File: src/rtl/pe_seq_ctrl_if.sv
// Bundle of job, stream, result and PE-control signals between the sequencer and its environment.
// slave is the sequencer's view; master is the environment (job source, streams, PE) view.
interface pe_seq_ctrl_if #(
    parameter int unsigned IN_PRECISION  = 16,
    parameter int unsigned OUT_PRECISION = 16,
    parameter int unsigned REG_SIZE      = 4,
    parameter int unsigned LEN_W         = 8
);
    logic                     cmd_valid;
    logic                     cmd_ready;
    logic [LEN_W-1:0]         cmd_len;
    logic [REG_SIZE-1:0]      cmd_nwgt;

    logic                     act_valid;
    logic                     act_ready;
    logic [IN_PRECISION-1:0]  act_data;

    logic                     wgt_valid;
    logic                     wgt_ready;
    logic [IN_PRECISION-1:0]  wgt_data;

    logic [IN_PRECISION-1:0]  pe_act;
    logic [IN_PRECISION-1:0]  pe_wgt;
    logic                     pe_store;
    logic                     pe_reuse;
    logic                     pe_finish;
    logic [REG_SIZE-1:0]      pe_addr;
    logic [OUT_PRECISION-1:0] pe_out;

    logic                     res_valid;
    logic                     res_ready;
    logic [OUT_PRECISION-1:0] res_data;
    logic                     busy;

    modport slave (
        input  cmd_valid, cmd_len, cmd_nwgt, act_valid, act_data, wgt_valid, wgt_data,
               pe_out, res_ready,
        output cmd_ready, act_ready, wgt_ready, pe_act, pe_wgt, pe_store, pe_reuse,
               pe_finish, pe_addr, res_valid, res_data, busy
    );

    modport master (
        output cmd_valid, cmd_len, cmd_nwgt, act_valid, act_data, wgt_valid, wgt_data,
               pe_out, res_ready,
        input  cmd_ready, act_ready, wgt_ready, pe_act, pe_wgt, pe_store, pe_reuse,
               pe_finish, pe_addr, res_valid, res_data, busy
    );
endinterface

File: src/rtl/pe_seq_ctrl.sv
// Job sequencer for a single MAC processing element: optional weight preload, activation
// streaming (reuse or paired-stream mode), finish pulse, result capture and response handshake.
module pe_seq_ctrl #(
    parameter int unsigned IN_PRECISION  = 16,
    parameter int unsigned OUT_PRECISION = 16,
    parameter int unsigned REG_SIZE      = 4,
    parameter int unsigned LEN_W         = 8
) (
    input logic          clk,
    input logic          rst,
    pe_seq_ctrl_if.slave bus
);
    typedef enum logic [2:0] {StIdle, StLoad, StMac, StFin, StCapt, StResp} state_e;

    localparam int unsigned         KMaxInt = REG_SIZE - 1;
    localparam logic [REG_SIZE-1:0] KMax    = KMaxInt[REG_SIZE-1:0];
    localparam logic [REG_SIZE-1:0] AddrOne = {{(REG_SIZE-1){1'b0}}, 1'b1};

    state_e                   state_q, state_d;
    logic [LEN_W-1:0]         n_q, n_d, cnt_q, cnt_d;
    logic [REG_SIZE-1:0]      k_q, k_d, addr_q, addr_d, k_cmd;
    logic [OUT_PRECISION-1:0] res_q, res_d;

    logic                     cmd_ready, act_ready, wgt_ready, res_valid, beat;
    logic                     pe_store, pe_reuse, pe_finish;
    logic [IN_PRECISION-1:0]  pe_act, pe_wgt;
    logic [REG_SIZE-1:0]      pe_addr;

    // PE register 0 is reserved, so at most REG_SIZE-1 weights can be preloaded.
    assign k_cmd = (bus.cmd_nwgt > KMax) ? KMax : bus.cmd_nwgt;

    always_comb begin
        state_d   = state_q;
        n_d       = n_q;
        k_d       = k_q;
        cnt_d     = cnt_q;
        addr_d    = addr_q;
        res_d     = res_q;
        cmd_ready = 1'b0;
        act_ready = 1'b0;
        wgt_ready = 1'b0;
        res_valid = 1'b0;
        pe_store  = 1'b0;
        pe_reuse  = 1'b0;
        pe_finish = 1'b0;
        pe_act    = '0;
        pe_wgt    = '0;
        pe_addr   = '0;
        beat      = 1'b0;

        case (state_q)
            StIdle: begin
                cmd_ready = 1'b1;
                if (bus.cmd_valid) begin
                    n_d    = bus.cmd_len;
                    k_d    = k_cmd;
                    cnt_d  = '0;
                    addr_d = AddrOne;
                    if (k_cmd != '0) begin
                        state_d = StLoad;
                    end else if (bus.cmd_len != '0) begin
                        state_d = StMac;
                    end else begin
                        state_d = StFin;
                    end
                end
            end
            StLoad: begin
                wgt_ready = 1'b1;
                pe_addr   = addr_q;
                if (bus.wgt_valid) begin
                    pe_store = 1'b1;
                    pe_wgt   = bus.wgt_data;
                    if (addr_q == k_q) begin
                        addr_d  = AddrOne;
                        state_d = (n_q != '0) ? StMac : StFin;
                    end else begin
                        addr_d = addr_q + AddrOne;
                    end
                end
            end
            StMac: begin
                if (k_q != '0) begin
                    act_ready = 1'b1;
                    pe_addr   = addr_q;
                    if (bus.act_valid) begin
                        beat     = 1'b1;
                        pe_act   = bus.act_data;
                        pe_reuse = 1'b1;
                        addr_d   = (addr_q == k_q) ? AddrOne : addr_q + AddrOne;
                    end
                end else begin
                    // Cross-coupled readies make both streams fire in the same cycle.
                    act_ready = bus.wgt_valid;
                    wgt_ready = bus.act_valid;
                    if (bus.act_valid && bus.wgt_valid) begin
                        beat   = 1'b1;
                        pe_act = bus.act_data;
                        pe_wgt = bus.wgt_data;
                    end
                end
                if (beat) begin
                    cnt_d = cnt_q + 1'b1;
                    if (cnt_d == n_q) begin
                        state_d = StFin;
                    end
                end
            end
            StFin: begin
                pe_finish = 1'b1;
                state_d   = StCapt;
            end
            StCapt: begin
                res_d   = bus.pe_out;
                state_d = StResp;
            end
            StResp: begin
                res_valid = 1'b1;
                if (bus.res_ready) begin
                    state_d = StIdle;
                end
            end
            default: state_d = StIdle;
        endcase
    end

    always_ff @(posedge clk) begin
        if (rst) begin
            state_q <= StIdle;
            n_q     <= '0;
            k_q     <= '0;
            cnt_q   <= '0;
            addr_q  <= '0;
            res_q   <= '0;
        end else begin
            state_q <= state_d;
            n_q     <= n_d;
            k_q     <= k_d;
            cnt_q   <= cnt_d;
            addr_q  <= addr_d;
            res_q   <= res_d;
        end
    end

    // Everything is held at zero while rst is high, including cmd_ready.
    assign bus.cmd_ready = cmd_ready & ~rst;
    assign bus.act_ready = act_ready & ~rst;
    assign bus.wgt_ready = wgt_ready & ~rst;
    assign bus.res_valid = res_valid & ~rst;
    assign bus.pe_store  = pe_store & ~rst;
    assign bus.pe_reuse  = pe_reuse & ~rst;
    assign bus.pe_finish = pe_finish & ~rst;
    assign bus.pe_act    = rst ? '0 : pe_act;
    assign bus.pe_wgt    = rst ? '0 : pe_wgt;
    assign bus.pe_addr   = rst ? '0 : pe_addr;
    assign bus.res_data  = rst ? '0 : res_q;
    assign bus.busy      = (state_q != StIdle) & ~rst;
endmodule

File: src/flat_wrapper.sv
// flat-port wrapper written by rule: the top's interface ports become plain ports
module pe_seq_ctrl_flat 
#(
    parameter int unsigned IN_PRECISION  = 16,
    parameter int unsigned OUT_PRECISION = 16,
    parameter int unsigned REG_SIZE      = 4,
    parameter int unsigned LEN_W         = 8
)
  (clk, rst, bus_cmd_valid, bus_cmd_len, bus_cmd_nwgt, bus_act_valid, bus_act_data, bus_wgt_valid, bus_wgt_data, bus_pe_out, bus_res_ready, bus_cmd_ready, bus_act_ready, bus_wgt_ready, bus_pe_act, bus_pe_wgt, bus_pe_store, bus_pe_reuse, bus_pe_finish, bus_pe_addr, bus_res_valid, bus_res_data, bus_busy);
  pe_seq_ctrl_if #(.IN_PRECISION(IN_PRECISION), .OUT_PRECISION(OUT_PRECISION), .REG_SIZE(REG_SIZE), .LEN_W(LEN_W)) bus_i ();
  input logic clk;
  input logic rst;
  input wire logic [$bits(bus_i.cmd_valid)-1:0] bus_cmd_valid;
  input wire logic [$bits(bus_i.cmd_len)-1:0] bus_cmd_len;
  input wire logic [$bits(bus_i.cmd_nwgt)-1:0] bus_cmd_nwgt;
  input wire logic [$bits(bus_i.act_valid)-1:0] bus_act_valid;
  input wire logic [$bits(bus_i.act_data)-1:0] bus_act_data;
  input wire logic [$bits(bus_i.wgt_valid)-1:0] bus_wgt_valid;
  input wire logic [$bits(bus_i.wgt_data)-1:0] bus_wgt_data;
  input wire logic [$bits(bus_i.pe_out)-1:0] bus_pe_out;
  input wire logic [$bits(bus_i.res_ready)-1:0] bus_res_ready;
  output wire logic [$bits(bus_i.cmd_ready)-1:0] bus_cmd_ready;
  output wire logic [$bits(bus_i.act_ready)-1:0] bus_act_ready;
  output wire logic [$bits(bus_i.wgt_ready)-1:0] bus_wgt_ready;
  output wire logic [$bits(bus_i.pe_act)-1:0] bus_pe_act;
  output wire logic [$bits(bus_i.pe_wgt)-1:0] bus_pe_wgt;
  output wire logic [$bits(bus_i.pe_store)-1:0] bus_pe_store;
  output wire logic [$bits(bus_i.pe_reuse)-1:0] bus_pe_reuse;
  output wire logic [$bits(bus_i.pe_finish)-1:0] bus_pe_finish;
  output wire logic [$bits(bus_i.pe_addr)-1:0] bus_pe_addr;
  output wire logic [$bits(bus_i.res_valid)-1:0] bus_res_valid;
  output wire logic [$bits(bus_i.res_data)-1:0] bus_res_data;
  output wire logic [$bits(bus_i.busy)-1:0] bus_busy;
  assign bus_i.cmd_valid = bus_cmd_valid;
  assign bus_i.cmd_len = bus_cmd_len;
  assign bus_i.cmd_nwgt = bus_cmd_nwgt;
  assign bus_i.act_valid = bus_act_valid;
  assign bus_i.act_data = bus_act_data;
  assign bus_i.wgt_valid = bus_wgt_valid;
  assign bus_i.wgt_data = bus_wgt_data;
  assign bus_i.pe_out = bus_pe_out;
  assign bus_i.res_ready = bus_res_ready;
  assign bus_cmd_ready = bus_i.cmd_ready;
  assign bus_act_ready = bus_i.act_ready;
  assign bus_wgt_ready = bus_i.wgt_ready;
  assign bus_pe_act = bus_i.pe_act;
  assign bus_pe_wgt = bus_i.pe_wgt;
  assign bus_pe_store = bus_i.pe_store;
  assign bus_pe_reuse = bus_i.pe_reuse;
  assign bus_pe_finish = bus_i.pe_finish;
  assign bus_pe_addr = bus_i.pe_addr;
  assign bus_res_valid = bus_i.res_valid;
  assign bus_res_data = bus_i.res_data;
  assign bus_busy = bus_i.busy;
  pe_seq_ctrl #(.IN_PRECISION(IN_PRECISION), .OUT_PRECISION(OUT_PRECISION), .REG_SIZE(REG_SIZE), .LEN_W(LEN_W)) u_core (.clk(clk), .rst(rst), .bus(bus_i));
endmodule
File: config.mk
export PLATFORM = sky130hd
export DESIGN_NAME = pe_seq_ctrl_flat
export DESIGN_NICKNAME = d
export VERILOG_FILES = /design/src/rtl/pe_seq_ctrl_if.sv /design/src/rtl/pe_seq_ctrl.sv /design/src/flat_wrapper.sv
export SDC_FILE = /design/constraint.sdc
export NUM_CORES = 1
export LEC_CHECK = 0
export BUFFER_PORTS_ARGS = -buffer_cell sky130_fd_sc_hd__clkbuf_2
export CORE_MARGIN = 10
export CORE_UTILIZATION = 30
export CTS_BUF_LIST = sky130_fd_sc_hd__clkbuf_2
export DETAILED_ROUTE_END_ITERATION = 10
export PLACE_DENSITY = 0.69
export SLEW_MARGIN = 30
export SYNTH_ARGS = -nofsm -noshare
export SYNTH_HDL_FRONTEND = slang
export SYNTH_SLANG_ARGS = --single-unit
File: constraint.sdc
create_clock -name clk -period 1.93 [get_ports clk]
set_clock_uncertainty 0.15 [all_clocks]
set_input_delay 0.193 -clock clk [delete_from_list [all_inputs] [get_ports clk]]
set_output_delay 0.193 -clock clk [all_outputs]
set_load 0.02 [all_outputs]
== Word level (Yosys, flattened, before mapping) ==
Index checks and enable logic that the tools add are counted.

* Add/sub/neg operators: 2
* Order comparisons: 1
* Equal/unequal tests: 15
* Multiplexer cells: 49
* Bitwise operators: 9
* Reductions and logical operators: 13

{| class="wikitable"
|+ Operators by type and width
! kind !! count
|-
| $mux W16 || 10
|-
| $mux W4 || 8
|-
| $pmux W16 S2 || 1
|-
| $mux W3 || 7
|-
| $pmux W3 S6 || 1
|-
| $mux W1 || 16
|-
| $mux W8 || 2
|-
| $pmux W8 S2 || 1
|-
| $reduce_bool A8 Y1 || 2
|-
| $pmux W4 S3 || 1
|-
| $add A8 B1 Y8 const B || 1
|-
| $and A1 B1 Y1 || 8
|-
| $eq A8 B8 Y1 || 1
|-
| $ne A2 B1 Y1 const B || 4
|-
| $ne A2 B2 Y1 const B || 4
|-
| $pmux W4 S2 || 1
|-
| $reduce_bool A4 Y1 || 2
|-
| $eq A3 B2 Y1 const B || 2
|-
| $eq A3 B3 Y1 const B || 2
|-
| $reduce_and A6 Y1 || 1
|-
| $reduce_bool A3 Y1 || 2
|-
| $reduce_and A5 Y1 || 1
|-
| $add A4 B1 Y4 const B || 1
|-
| $eq A4 B4 Y1 || 1
|-
| 9 further kinds || 9
|}

* Register bits after elaboration: 43
* Bits of input ports: 66
* Output and inout port bits: 60
* Logic and storage cells: 95

== Longest topological paths before layout ==
* Depth in word-level cells: 6
* Mapped depth: 7
* Gate-level depth less buffers: 6

== Least setup slack after synthesis ==
OpenSTA, ideal clock, no wires.

* Kind: register to output
* Start point: register u_core.k_q[2]
* End point: output bus_pe_wgt[15]
* Arrival time: 1.844 ns
* Setup slack: -0.257 ns
* Cell stages (with the launch flop): 7
* Path buffers: 1
* Path through: dfxtp_1 -> nor4_1 -> a31oi_1 -> nor3_2 -> buf_2 -> nand2_1 -> nor3_1

* Word-level cells in the longest chain between the ends: 4

{| class="wikitable"
|+ Ends and longest elaborated chain
! item !! RTL line !! text
|-
| start, declared || pe_seq_ctrl.sv:21 || <nowiki>logic [REG_SIZE-1:0] k_q, k_d, addr_q, addr_d, k_cmd;</nowiki>
|-
| start signal, assigned || pe_seq_ctrl.sv:138 || <nowiki>k_q <= k_d;</nowiki>
|-
| $reduce_bool A4 Y1 || pe_seq_ctrl.sv:83 || <nowiki>if (k_q != '0) begin</nowiki>
|-
| $mux W16 || pe_seq_ctrl.sv:83 ||
|-
| $pmux W16 S2 || pe_seq_ctrl.sv:51 || <nowiki>case (state_q)</nowiki>
|-
| $mux W16 || pe_seq_ctrl.sv:154 || <nowiki>assign bus.pe_wgt = rst ? '0 : pe_wgt;</nowiki>
|-
| end, declared || flat_wrapper.sv:26 || <nowiki>output wire logic [$bits(bus_i.pe_wgt)-1:0] bus_pe_wgt;</nowiki>
|}

No other way between the ends.

== Worst setup path after layout ==
* Start point: register u_core.state_q[1]
* End point: output bus_pe_act[6]

* Word-level cells in the longest chain between the ends: 3

{| class="wikitable"
|+ Ends and longest elaborated chain
! item !! RTL line !! text
|-
| start, declared || pe_seq_ctrl.sv:19 || <nowiki>state_e state_q, state_d;</nowiki>
|-
| start signal, assigned || pe_seq_ctrl.sv:129 || <nowiki>state_q <= StIdle;</nowiki>
|-
| start signal, assigned || pe_seq_ctrl.sv:136 || <nowiki>state_q <= state_d;</nowiki>
|-
| $eq A3 B2 Y1 || pe_seq_ctrl.sv:51 ||
|-
| $mux W16 || pe_seq_ctrl.sv:51 ||
|-
| $mux W16 || pe_seq_ctrl.sv:153 || <nowiki>assign bus.pe_act = rst ? '0 : pe_act;</nowiki>
|-
| end, declared || flat_wrapper.sv:25 || <nowiki>output wire logic [$bits(bus_i.pe_act)-1:0] bus_pe_act;</nowiki>
|}

No other way between the ends.

==> summary.md <==
The run finished, with violations left. The checks that failed: negative setup slack. For the pin with the worst max-slew slack, the measured transition is 0.5124 ns. TritonCTS built the clock tree. The largest single stage delay on the critical path is 0.44 ns.

Endpoint arrival time on the critical path: 2.03 ns. The run gives 424 as the total nets after synthesis. For this run, the post-layout net count is 605. The run gives 0 as the total of warnings raised by yosys. For the count of cell types in the netlist, the log shows 52.

The tools report the die area as 13230 um2. The total congestion overflow is 0. The run gives 0.8610 as the final weighted congestion in routability-driven placement.

The die extent in x is 115.0 um. The setup path with the least slack is of type reg2out. The number of buffers and inverters on the critical path is 1, and the sequential standard cell area is 882.1 um2. The run gives 0.3091 as the initial core utilization. The H-tree was split into 2 levels.

The final layout contains routed wiring with a total length of 10480 um. The number of antenna repair diodes is 0, and the per-cell routed wire length is 16.22 um. The part of the power in the clock network came out at 0.134. The multi-input combinational cells in the finished layout cover a total of 2032 um2. STA classifies the critical path startpoint as a register. Entering global routing, the biggest net connects 37 pins. After routing, the total negative slack on setup checks comes to -16.00 ns. The total area inside the core boundary comes to 8763 um2. The static leakage is 2.023 nW. The met2 wire length was 5348 um. The routed metal-1 wire length was 4109 um; the number of max-slew violations in the final report was 0. The count of buffers added on input and output ports is 125. The detailed router finished its first iteration with 186 violations. Setup repair after global routing could not meet its margin everywhere. The tools report the final antenna-violating net count as 0.

The buffer cell driving the clock tree root is clkbuf_2. The post-layout total power is 3.876 mW, and the average vias per placed instance is 5.149. The wire length of the first global-routing pass was 15800 um; the maximum ir drop on the vdd rail was 0.0004039 V. The min-delay analysis places its worst path in the category in2reg. 126 I/O pins were placed. The relative contribution of sequential cells to total power came out at 0.291.

The most used flip-flop cell after synthesis is dfxtp_1. The logs give 2.322 mW for the cell-internal power and 421.7 MHz for the upper clock frequency limit. The power spent charging and discharging nets is 1.554 mW, and the number of violations of the max-capacitance limit is 0.

Uppermost metal layer occupied by signal nets: met4. The share of power burned in combinational logic came out at 0.575. The global-route usage over all layers was 0.1416; the power density of the placed cells was 821.9 nW/um2. Prior to clock tree synthesis, the placed netlist has a worst setup slack of -0.1057 ns. The tools report the sequential area share after synthesis as 0.3178.

Summing every instance area after synthesis gives 2709 um2. In this run the cell area measured after placement is 3617 um2. The tightest slew margin relative to the limit was 0.6553; the final hold violation count was 0. The area share of the largest cell type after synthesis is 0.3178. For this design, the slowest cell found on the critical path is dfxtp_4.

Number of setup violations in the final report: 49. For the final setup slack of the worst path, the log shows -0.4413 ns. The critical path crosses 6 cells after its start point.

In this run the worst path has a maximum fanout of 8. The run gives 3205 as the via count of the first global-routing pass. The run gives 1.59 ns as the data required time of the critical path.

The initialized floorplan defines 34 standard-cell rows. Counting I/O delays and the setup requirement, the final critical path takes 2.371 ns. The switching portion of total power is 0.4009. The average footprint of a synthesized cell was 7.609 um2.

After routing the design area is 4716 um2. The run gives 0.5381 as the post-layout utilization of the core. The clock passes through at most 2 buffers. For this design, the sink count on the clock tree is 43. The endpoint type of the worst setup path is an output port. Measured along the y axis, the die boundary spans 115.0 um. The share of post-route cells with drive strength above 1 was 0.5000; the clock input transition at the sequential cells of the worst setup and hold paths was 0.24 ns. The number of synthesized register bits was 43; the routed length on met3 was 851 um. Grouping stages by cell kind, the critical path spends the most delay in simple AND/OR/NAND/NOR gates. The proportion of synthesized flip-flops having asynchronous set or reset was 0. Compared with the post-synthesis result, the final layout area differs by 74.09%.

Summing over every cut layer, the via total after detailed routing is 3326. The portion of the clock cycle consumed by the worst path in the final layout works out to 1.229. The worst hold path cell count was 4; the first-pass iteration count of the detailed router was 4. Counting the fill cells in the layout gives 791.

The worst-case reg-to-reg path depth was 7; the worst-skew pair later-pin latency was 0.40 ns. The critical path goes through nor2b_2, nand2_1, nor2_2, o21a_4, and3_1, clkbuf_2. The synthesized design spends more area on one cell type than any other, namely dfxtp_1. The number of enable-type register cells in the synthesized netlist is 0. The tools report the synthesized netlist cell count as 356. The number of buffers created by CTS is 5, and the total DRC errors in the routed layout is 0.

Detailed placement ended at an HPWL of 7548 um. For the initial antenna violation count, the log shows 0. Ranked by total cell area, the synthesized netlist is headed by dfxtp_1, nand2_1, and3_1.
synth_stat cells (2+ instances only):
cell type  instances
nor2_1            17
inv_1              2
a21oi_1           36
clkbuf_1          12
and3_1            34
dfxtp_1           43
nand3_1            8
nand2_1           61
clkbuf_8           2
o21ai_0            6
o21ai_2            6
o21a_1             2
nor3b_1            6
nor4_1            12
or4_1              4
xnor2_1            4
buf_6              3
o311a_1            2
nor3_1            13
xor2_1             6
a31oi_1            3
o211ai_1           2
a21oi_2            6
and2_1             6
or3_1              3
nor2b_1           21
a211oi_1           2
buf_2              9
ha_1               2
state kept, by name, summed over array words and instances (netlist names):
name	flops
u_core.addr_q	4
u_core.cnt_q	8
u_core.k_q	4
u_core.n_q	8
u_core.res_q	16
u_core.state_q	3
routing by layer:
metal	vias to the layer above	track usage
met1	1548	0.1607
met2	134	0.2620
met4	0	0.03300
met3	9	0.03073
met5	-	0
li1	1635	-
metrics by stage:
step,hold slack (ns),instances
after global routing,0.06661,646
final,0.08703,646
after detailed placement,0.2729,598
after CTS,0.08120,642
after floorplan,0.1780,356
after global placement,0.2667,598
worst paths after layout:
kind | start | endpoint | slack, ns
setup / recovery | u_core.state_q[1]$_SDFFE_PP0P_ | bus_pe_act[6] | -0.44
hold / removal | bus_cmd_valid | u_core.cnt_q[1]$_SDFFE_PP0P_ | 0.09
setup reg to reg | u_core.k_q[2]$_SDFFE_PP0P_ | u_core.cnt_q[7]$_SDFFE_PP0P_ | -0.19
hold reg to reg | u_core.res_q[10]$_SDFFE_PP0N_ | u_core.res_q[10]$_SDFFE_PP0N_ | 0.32
cells by family after synthesis:
kind of cell,count (synthesis),synth area share
simple gates,196,0.3871
flops,43,0.3178
fa+ha+maj,2,0.009236
mux,1,0.005541
xor+xnor,10,0.03233
buf+inv,30,0.06328
compound gates,74,0.1848
area by class of cell:
class                   count  share of cell area
clock buffers               5            0.005306
clock inverters             3            0.008225
inverters                   2            0.001592
multi-input cells         285              0.4309
flip-flops and latches     43              0.1871
well taps                 108             0.02865
repair buffers            200              0.3383
worst reg2reg max path: stages, from the launching register on:
cell     delay (ns)
dfxtp_4        0.41
or4_4          0.61
buf_6          0.15
buf_6          0.11
o21ai_4        0.18
and2_4         0.25
o21ai_2        0.08
a21oi_2        0.15
cells in the final DEF, fill, tap and decap left out, drive strengths merged, types with 13 or more instances in the layout:
cell type and count:
nor2b 21, dlygate4sd3 29, clkbuf 105, dfxtp 43
nor2 17, a21oi 42, and3 35, o21ai 13
nand2 61, nor3 14, buf 71
power by group through the flow:
| stage | Clock [mW] | Combinational (mW) | Sequential (mW) |
|---|---|---|---|
| 4_1_cts | 0.543 | 1.99 | 1.12 |
| 6_report | 0.520 | 2.23 | 1.13 |
| 3_5_place_dp | 0 | 1.63 | 1.12 |
| 2_1_floorplan | 0 | 1.07 | 1.08 |
| 3_3_place_gp | 0 | 1.61 | 1.11 |
| 5_1_grt | 0.571 | 2.42 | 1.14 |
repair_timing:
item                                    4_1_cts  5_1_grt
hold buffers                                 29        0
resized for setup                            96       85
pin swaps                                    16       27
gates cloned                                  2        1
setup buffers                                 5        3
endpoints found under the hold margin        27        0
endpoints found under the setup margin       51       56
(Power assumes the default switching activity.)
